### src/rtl/instr_loader.sv
// Boot-time program loader: assembles a framed big-endian byte stream into
// instruction words, writes them to imem, and releases the core on a good checksum.
module instr_loader #(
    parameter int unsigned ADDR_W         = 10,
    parameter int unsigned DATA_W         = 32,
    parameter int unsigned TIMEOUT_CYCLES = 65535
) (
    input  logic              i_clk,
    input  logic              i_reset,
    input  logic              i_start,
    input  logic [7:0]        i_rx_data,
    input  logic              i_rx_valid,
    output logic              o_rx_ready,
    output logic              o_imem_we,
    output logic [ADDR_W-1:0] o_imem_addr,
    output logic [DATA_W-1:0] o_imem_wdata,
    output logic              o_cpu_reset,
    output logic              o_busy,
    output logic              o_done,
    output logic              o_error,
    output logic [ADDR_W:0]   o_words_loaded
);

    localparam int unsigned DEPTH = 1 << ADDR_W;
    localparam int unsigned CNT_W = ADDR_W + 1;
    localparam int unsigned TMO_W = $clog2(TIMEOUT_CYCLES + 1);

    typedef enum logic [2:0] {
        S_IDLE, S_LEN_HI, S_LEN_LO, S_DATA, S_WRITE, S_CHECK, S_DONE, S_ERROR
    } state_t;

    state_t              r_state, w_state_nxt;
    logic [15:0]         r_len, w_len_nxt;
    logic [DATA_W-1:0]   r_word, w_word_nxt;
    logic [DATA_W-1:0]   r_wdata, w_wdata_nxt;
    logic [7:0]          r_chk, w_chk_nxt;
    logic [1:0]          r_bidx, w_bidx_nxt;
    logic [TMO_W-1:0]    r_tmo, w_tmo_nxt;
    logic [ADDR_W-1:0]   r_addr, w_addr_nxt;
    logic [CNT_W-1:0]    r_wl, w_wl_nxt;
    logic                r_rx_ready;
    logic                r_we;
    logic                r_cpu_reset;
    logic                r_busy;
    logic                r_done;
    logic                r_error;

    logic                w_xfer;
    logic [15:0]         w_len_in;

    assign w_xfer   = i_rx_valid & r_rx_ready;
    assign w_len_in = {r_len[15:8], i_rx_data};

    always_ff @(posedge i_clk or negedge i_reset) begin
        if (!i_reset) r_state <= S_IDLE;
        else          r_state <= w_state_nxt;
    end

    always_comb begin
        w_state_nxt = r_state;
        w_len_nxt   = r_len;
        w_word_nxt  = r_word;
        w_wdata_nxt = r_wdata;
        w_chk_nxt   = r_chk;
        w_bidx_nxt  = r_bidx;
        w_tmo_nxt   = r_tmo;
        w_addr_nxt  = r_addr;
        w_wl_nxt    = r_wl;

        // Idle-byte watchdog; a transfer below overrides the abort
        if (r_state inside {S_LEN_HI, S_LEN_LO, S_DATA, S_CHECK}) begin
            if (w_xfer) begin
                w_tmo_nxt = '0;
            end else if (r_tmo == TMO_W'(TIMEOUT_CYCLES - 1)) begin
                w_state_nxt = S_ERROR;
            end else begin
                w_tmo_nxt = TMO_W'(r_tmo + 1'b1);
            end
        end

        case (r_state)
            S_IDLE, S_DONE, S_ERROR: begin
                if (i_start) begin
                    w_state_nxt = S_LEN_HI;
                    w_wl_nxt    = '0;
                    w_addr_nxt  = '0;
                    w_chk_nxt   = '0;
                    w_tmo_nxt   = '0;
                end
            end
            S_LEN_HI: begin
                if (w_xfer) begin
                    w_len_nxt   = {i_rx_data, r_len[7:0]};
                    w_state_nxt = S_LEN_LO;
                end
            end
            S_LEN_LO: begin
                if (w_xfer) begin
                    w_len_nxt  = w_len_in;
                    w_bidx_nxt = '0;
                    if (32'(w_len_in) > DEPTH)  w_state_nxt = S_ERROR;
                    else if (w_len_in == 16'd0) w_state_nxt = S_CHECK;
                    else                        w_state_nxt = S_DATA;
                end
            end
            S_DATA: begin
                if (w_xfer) begin
                    w_word_nxt = {r_word[DATA_W-9:0], i_rx_data};
                    w_chk_nxt  = r_chk ^ i_rx_data;
                    w_bidx_nxt = 2'(r_bidx + 2'd1);
                    if (r_bidx == 2'd3) begin
                        w_wdata_nxt = {r_word[DATA_W-9:0], i_rx_data};
                        w_state_nxt = S_WRITE;
                    end
                end
            end
            S_WRITE: begin
                w_addr_nxt = ADDR_W'(r_addr + 1'b1);
                w_wl_nxt   = CNT_W'(r_wl + 1'b1);
                if (32'(r_wl) + 32'd1 == 32'(r_len)) w_state_nxt = S_CHECK;
                else                                  w_state_nxt = S_DATA;
            end
            S_CHECK: begin
                if (w_xfer) begin
                    w_state_nxt = (i_rx_data == r_chk) ? S_DONE : S_ERROR;
                end
            end
            default: w_state_nxt = S_IDLE;
        endcase
    end

    // Datapath and status outputs, all registered from the next state
    always_ff @(posedge i_clk or negedge i_reset) begin
        if (!i_reset) begin
            r_len       <= '0;
            r_word      <= '0;
            r_wdata     <= '0;
            r_chk       <= '0;
            r_bidx      <= '0;
            r_tmo       <= '0;
            r_addr      <= '0;
            r_wl        <= '0;
            r_rx_ready  <= 1'b0;
            r_we        <= 1'b0;
            r_cpu_reset <= 1'b1;
            r_busy      <= 1'b0;
            r_done      <= 1'b0;
            r_error     <= 1'b0;
        end else begin
            r_len       <= w_len_nxt;
            r_word      <= w_word_nxt;
            r_wdata     <= w_wdata_nxt;
            r_chk       <= w_chk_nxt;
            r_bidx      <= w_bidx_nxt;
            r_tmo       <= w_tmo_nxt;
            r_addr      <= w_addr_nxt;
            r_wl        <= w_wl_nxt;
            r_rx_ready  <= (w_state_nxt inside {S_LEN_HI, S_LEN_LO, S_DATA, S_CHECK});
            r_we        <= (w_state_nxt == S_WRITE);
            r_cpu_reset <= (w_state_nxt != S_DONE);
            r_busy      <= !(w_state_nxt inside {S_IDLE, S_DONE, S_ERROR});
            r_done      <= (w_state_nxt == S_DONE);
            r_error     <= (w_state_nxt == S_ERROR);
        end
    end

    assign o_rx_ready     = r_rx_ready;
    assign o_imem_we      = r_we;
    assign o_imem_addr    = r_addr;
    assign o_imem_wdata   = r_wdata;
    assign o_cpu_reset    = r_cpu_reset;
    assign o_busy         = r_busy;
    assign o_done         = r_done;
    assign o_error        = r_error;
    assign o_words_loaded = r_wl;

endmodule

### config.mk
export PLATFORM = sky130hd
export DESIGN_NAME = instr_loader
export DESIGN_NICKNAME = d
export VERILOG_FILES = /design/src/rtl/instr_loader.sv
export SDC_FILE = /design/constraint.sdc
export NUM_CORES = 1
export LEC_CHECK = 0
export ABC_CLOCK_PERIOD_IN_PS = 3000
export BUFFER_PORTS_ARGS = -buffer_cell sky130_fd_sc_hd__buf_2
export CORE_MARGIN = 3
export CORE_UTILIZATION = 45
export DETAILED_ROUTE_END_ITERATION = 10
export GPL_TIMING_DRIVEN = 1
export SLEW_MARGIN = 20
export SYNTH_ARGS = -nofsm -noshare
export SYNTH_HDL_FRONTEND = slang
export SYNTH_SLANG_ARGS = --single-unit
### constraint.sdc
create_clock -name i_clk -period 3 [get_ports i_clk]
set_input_delay 0.3 -clock i_clk [delete_from_list [all_inputs] [get_ports i_clk]]
set_output_delay 0.3 -clock i_clk [all_outputs]
set_load 0.02 [all_outputs]
==> results by group <==
Floorplanning
  • I/O pins: 71
  • Starting Density: 46.8%
  • DIE AREA: between 10000 and 15000 µm²
  • Core area: roughly 13000 µm²
  • Std-Cell Rows: slightly above 40
  • Chip Width: 121 µm
  • Die Y: about 120 µm

Yosys
  • Synth cell count leaders: 127 x dfrtp_1, 118 x nand2_1, 57 x o21ai_0
  • Unique cell type count in the Yosys netlist: 54
  • Mapped cell area: 6000 µm²
  • Top FF cell, synth: dfrtp_1
  • Synth area leaders: dfrtp_1 53%, mux2_2 7.5%, nand2_1 7.4%
  • Seq/Total Area, Yosys: ~53%
  • Share of the synthesized area in the top cell type: a little over half
  • Post-synth EDFFs: 0
  • Area leader, netlist: dfrtp_1
  • Synth Warn #: 0
  • Cells after Synth: between 600 and 700
  • Syn Area/Cell: 9.94 µm²
  • Most frequent cell after synthesis: dfrtp_1
  • Synthesized flop and latch total: around 130
  • Asr flop ratio synth: between 90% and 100%
  • Post-Syn Nets: 621

Layout
  • Area of the multi-input gates: between 2000 and 3000 µm²
  • Area growth, synth to finish: 19.1%
  • Filler cells: roughly 1.2k
  • Proportion of layout cells with a drive suffix above 1: around a quarter
  • Final net count: 694
  • Cell area after layout: around 7100 µm²
  • Ant. Diodes: 0
  • FF+latch area: about 3200 µm²

Min path
  • Hold Startpoint: i_rx_data[2]
  • Worst min path class: primary input to flip-flop
  • Worst hold path depth: 3
  • Hold EP: r_word[2]

Route
  • Routed via count: roughly 4.6k
  • Routed Antenna Nets: 0
  • Drt pass-1 iters: 4
  • Drt total wl: roughly 13000 µm
  • DR WL/cell: 15.5 µm
  • Drt drc: 0
  • DR iter-0 viols: around 290
  • Via density: 5.37

Placement
  • Number of port buffers: 70
  • GP Congestion: 0.894
  • Hpwl dp: about 9200 µm
  • DP Area: 6540 µm²
  • Place WS: approximately 0.36 ns

STA
  • Post-route setup slack: approximately 0.31 ns
  • Max-slew headroom: ~53%
  • Fmax: 372 MHz
  • Fin crit share: roughly 90%
  • Setup TNS: 0 ns
  • Post-route minimum period: approximately 2.7 ns
  • Final Skew: approximately 0.009 ns
  • Final Setup Violations: 0
  • Fin. Hold Viols: 0
  • Worst Tran Pin Value: 0.710 ns
  • Final Max Tran Viols: 0
  • RSZ-0062 raised after global routing: false

Critical path
  • FF-to-FF End: o_busy
  • Critical Path Start Type: flip-flop
  • CP required: about 3.3 ns
  • Critical Path Sink Type: flip-flop
  • Reg-to-reg slack, setup: 0.31 ns
  • Critical path class: flip-flop to flip-flop
  • R2R cell count: 8
  • Reg-to-Reg Start: o_words_loaded[0]
  • Arrival @ worst endpoint: a little over 3 ns
  • Crit-path max FO: 10

GRT
  • Largest net degree at the start of global routing: 56
  • GRT overflow: 0
  • Initial antenna violation count: 0
  • Vias in the first global route: approximately 4.6k
  • GRT Total Usage: 19.7%
  • First-pass GRT wire length: ~23000 µm

Clock network
  • Clk_lat worst skew: just over 0.4 ns
  • Clock sink count: around 130
  • Clock buffer count from CTS: 17
  • CTS tree: yes
  • Post-CTS sizing: 0
  • Htree depth: 4
  • Clk buf depth: 2
  • Worst-path clk slew: approximately 0.060 ns
  • Clk root buf: clkbuf_16

Power
  • Peak supply drop: between 0.0005 and 0.0006 V
  • Pleak: around 3.5 nW
  • Power per standard cell area: between 900 and 1000 nW/µm²

Run
  • Max Cap Viol: 0

Outcome
  • Status: finished, final reports clean
[report_power, final]
group | switching, mW | internal (mW)
logic | 1.13 | 0.761
registers | 0.445 | 2.26
clock network | 0.727 | 1.36
total | 2.30 | 4.38
[metal layers]
layer | GRT usage, % | vias up | part of all wire, %
met5 | 0 | - | 0
met4 | 5.53 | 0 | 0.81
met3 | 5.92 | 12 | 4.3
met2 | 32.0 | 91 | 49
met1 | 25.6 | 2282 | 45
li1 | - | 2234 | -
[layout by cell type (no fill, tap or decap), drive strengths merged, types with 3 or more instances in the layout]
cell	Yosys	final
a21oi	19	19
and2	5	5
and3	8	8
and4	3	3
buf	13	81
bufinv	0	3
clkbuf	15	21
clkinv	0	3
dfrtp	127	127
ha	5	5
inv	12	13
mux2	40	40
nand2	118	118
nand2b	3	3
nand3	32	32
nand4	12	12
nor2	40	40
nor2b	4	4
nor3	7	7
nor4	9	9
o21ai	59	59
o31ai	4	4
or2	3	3
or3	4	4
xnor2	11	11
xor2	24	24
[logic make-up after synthesis]
kind of cell	share of synthesized area, %
compound gates	10.1
xor+xnor	5.11
fa+ha+maj	1.04
buf+inv	2.90
flops	53.4
mux	7.50
simple gates	19.9
[flip-flops by register name, summed over array words and instances (netlist names), 2 cells and up]
signal,flops
o_imem_wdata,32
r_word,24
r_len,16
r_tmo,16
o_words_loaded,11
o_imem_addr,10
r_chk,8
r_state,3
r_bidx,2
[cell type report]
type,count,share of cell area (%)
Multi-Input combinational cell,436,36.7
Tap cell,172,3.01
Inverter,12,0.630
Sequential cell,128,44.8
Clock inverter,9,1.86
Timing Repair Buffer,82,6.41
Clock buffer,21,6.58
[through the flow]
step | cells | power [mW] | hold slack [ns] | util (%)
2_1_floorplan | 604 | 4.00 | 0.00441 | -
3_3_place_gp | 829 | 4.57 | 0.388 | 51.0
3_5_place_dp | 829 | 4.63 | 0.400 | 51.0
4_1_cts | 860 | 6.75 | 0.193 | 55.7
5_1_grt | 860 | 7.14 | 0.202 | 55.7
6_report | 860 | 6.68 | 0.207 | 55.7
[how the worst max path moves through the flow]
stage	start	to	slack, ns	depth (start not counted)
2_1_floorplan	o_words_loaded[0]	o_busy	0.52	9
3_3_place_gp	o_words_loaded[0]	o_busy	0.43	8
3_5_place_dp	o_words_loaded[0]	o_busy	0.36	8
4_1_cts	o_words_loaded[0]	o_busy	0.34	8
5_1_grt	o_words_loaded[0]	o_busy	0.07	8
6_report	o_words_loaded[0]	o_busy	0.31	8
[worst max-delay path, cell delays in order, from the launching register on]
cell,delay (ns)
dfrtp_1,0.48
ha_1,0.40
nand4_1,0.18
or3_1,0.42
a221oi_2,0.25
nand4_1,0.21
o31ai_2,0.29
o2bb2ai_2,0.19
a21boi_2,0.19
[timing repair]
action | 4_1_cts | 5_1_grt
buffers inserted | 0 | 0
hold endpoints to repair | 51 | 0
hold buffers | 1 | 0
Note: power is estimated with default switching activity, not from simulation.
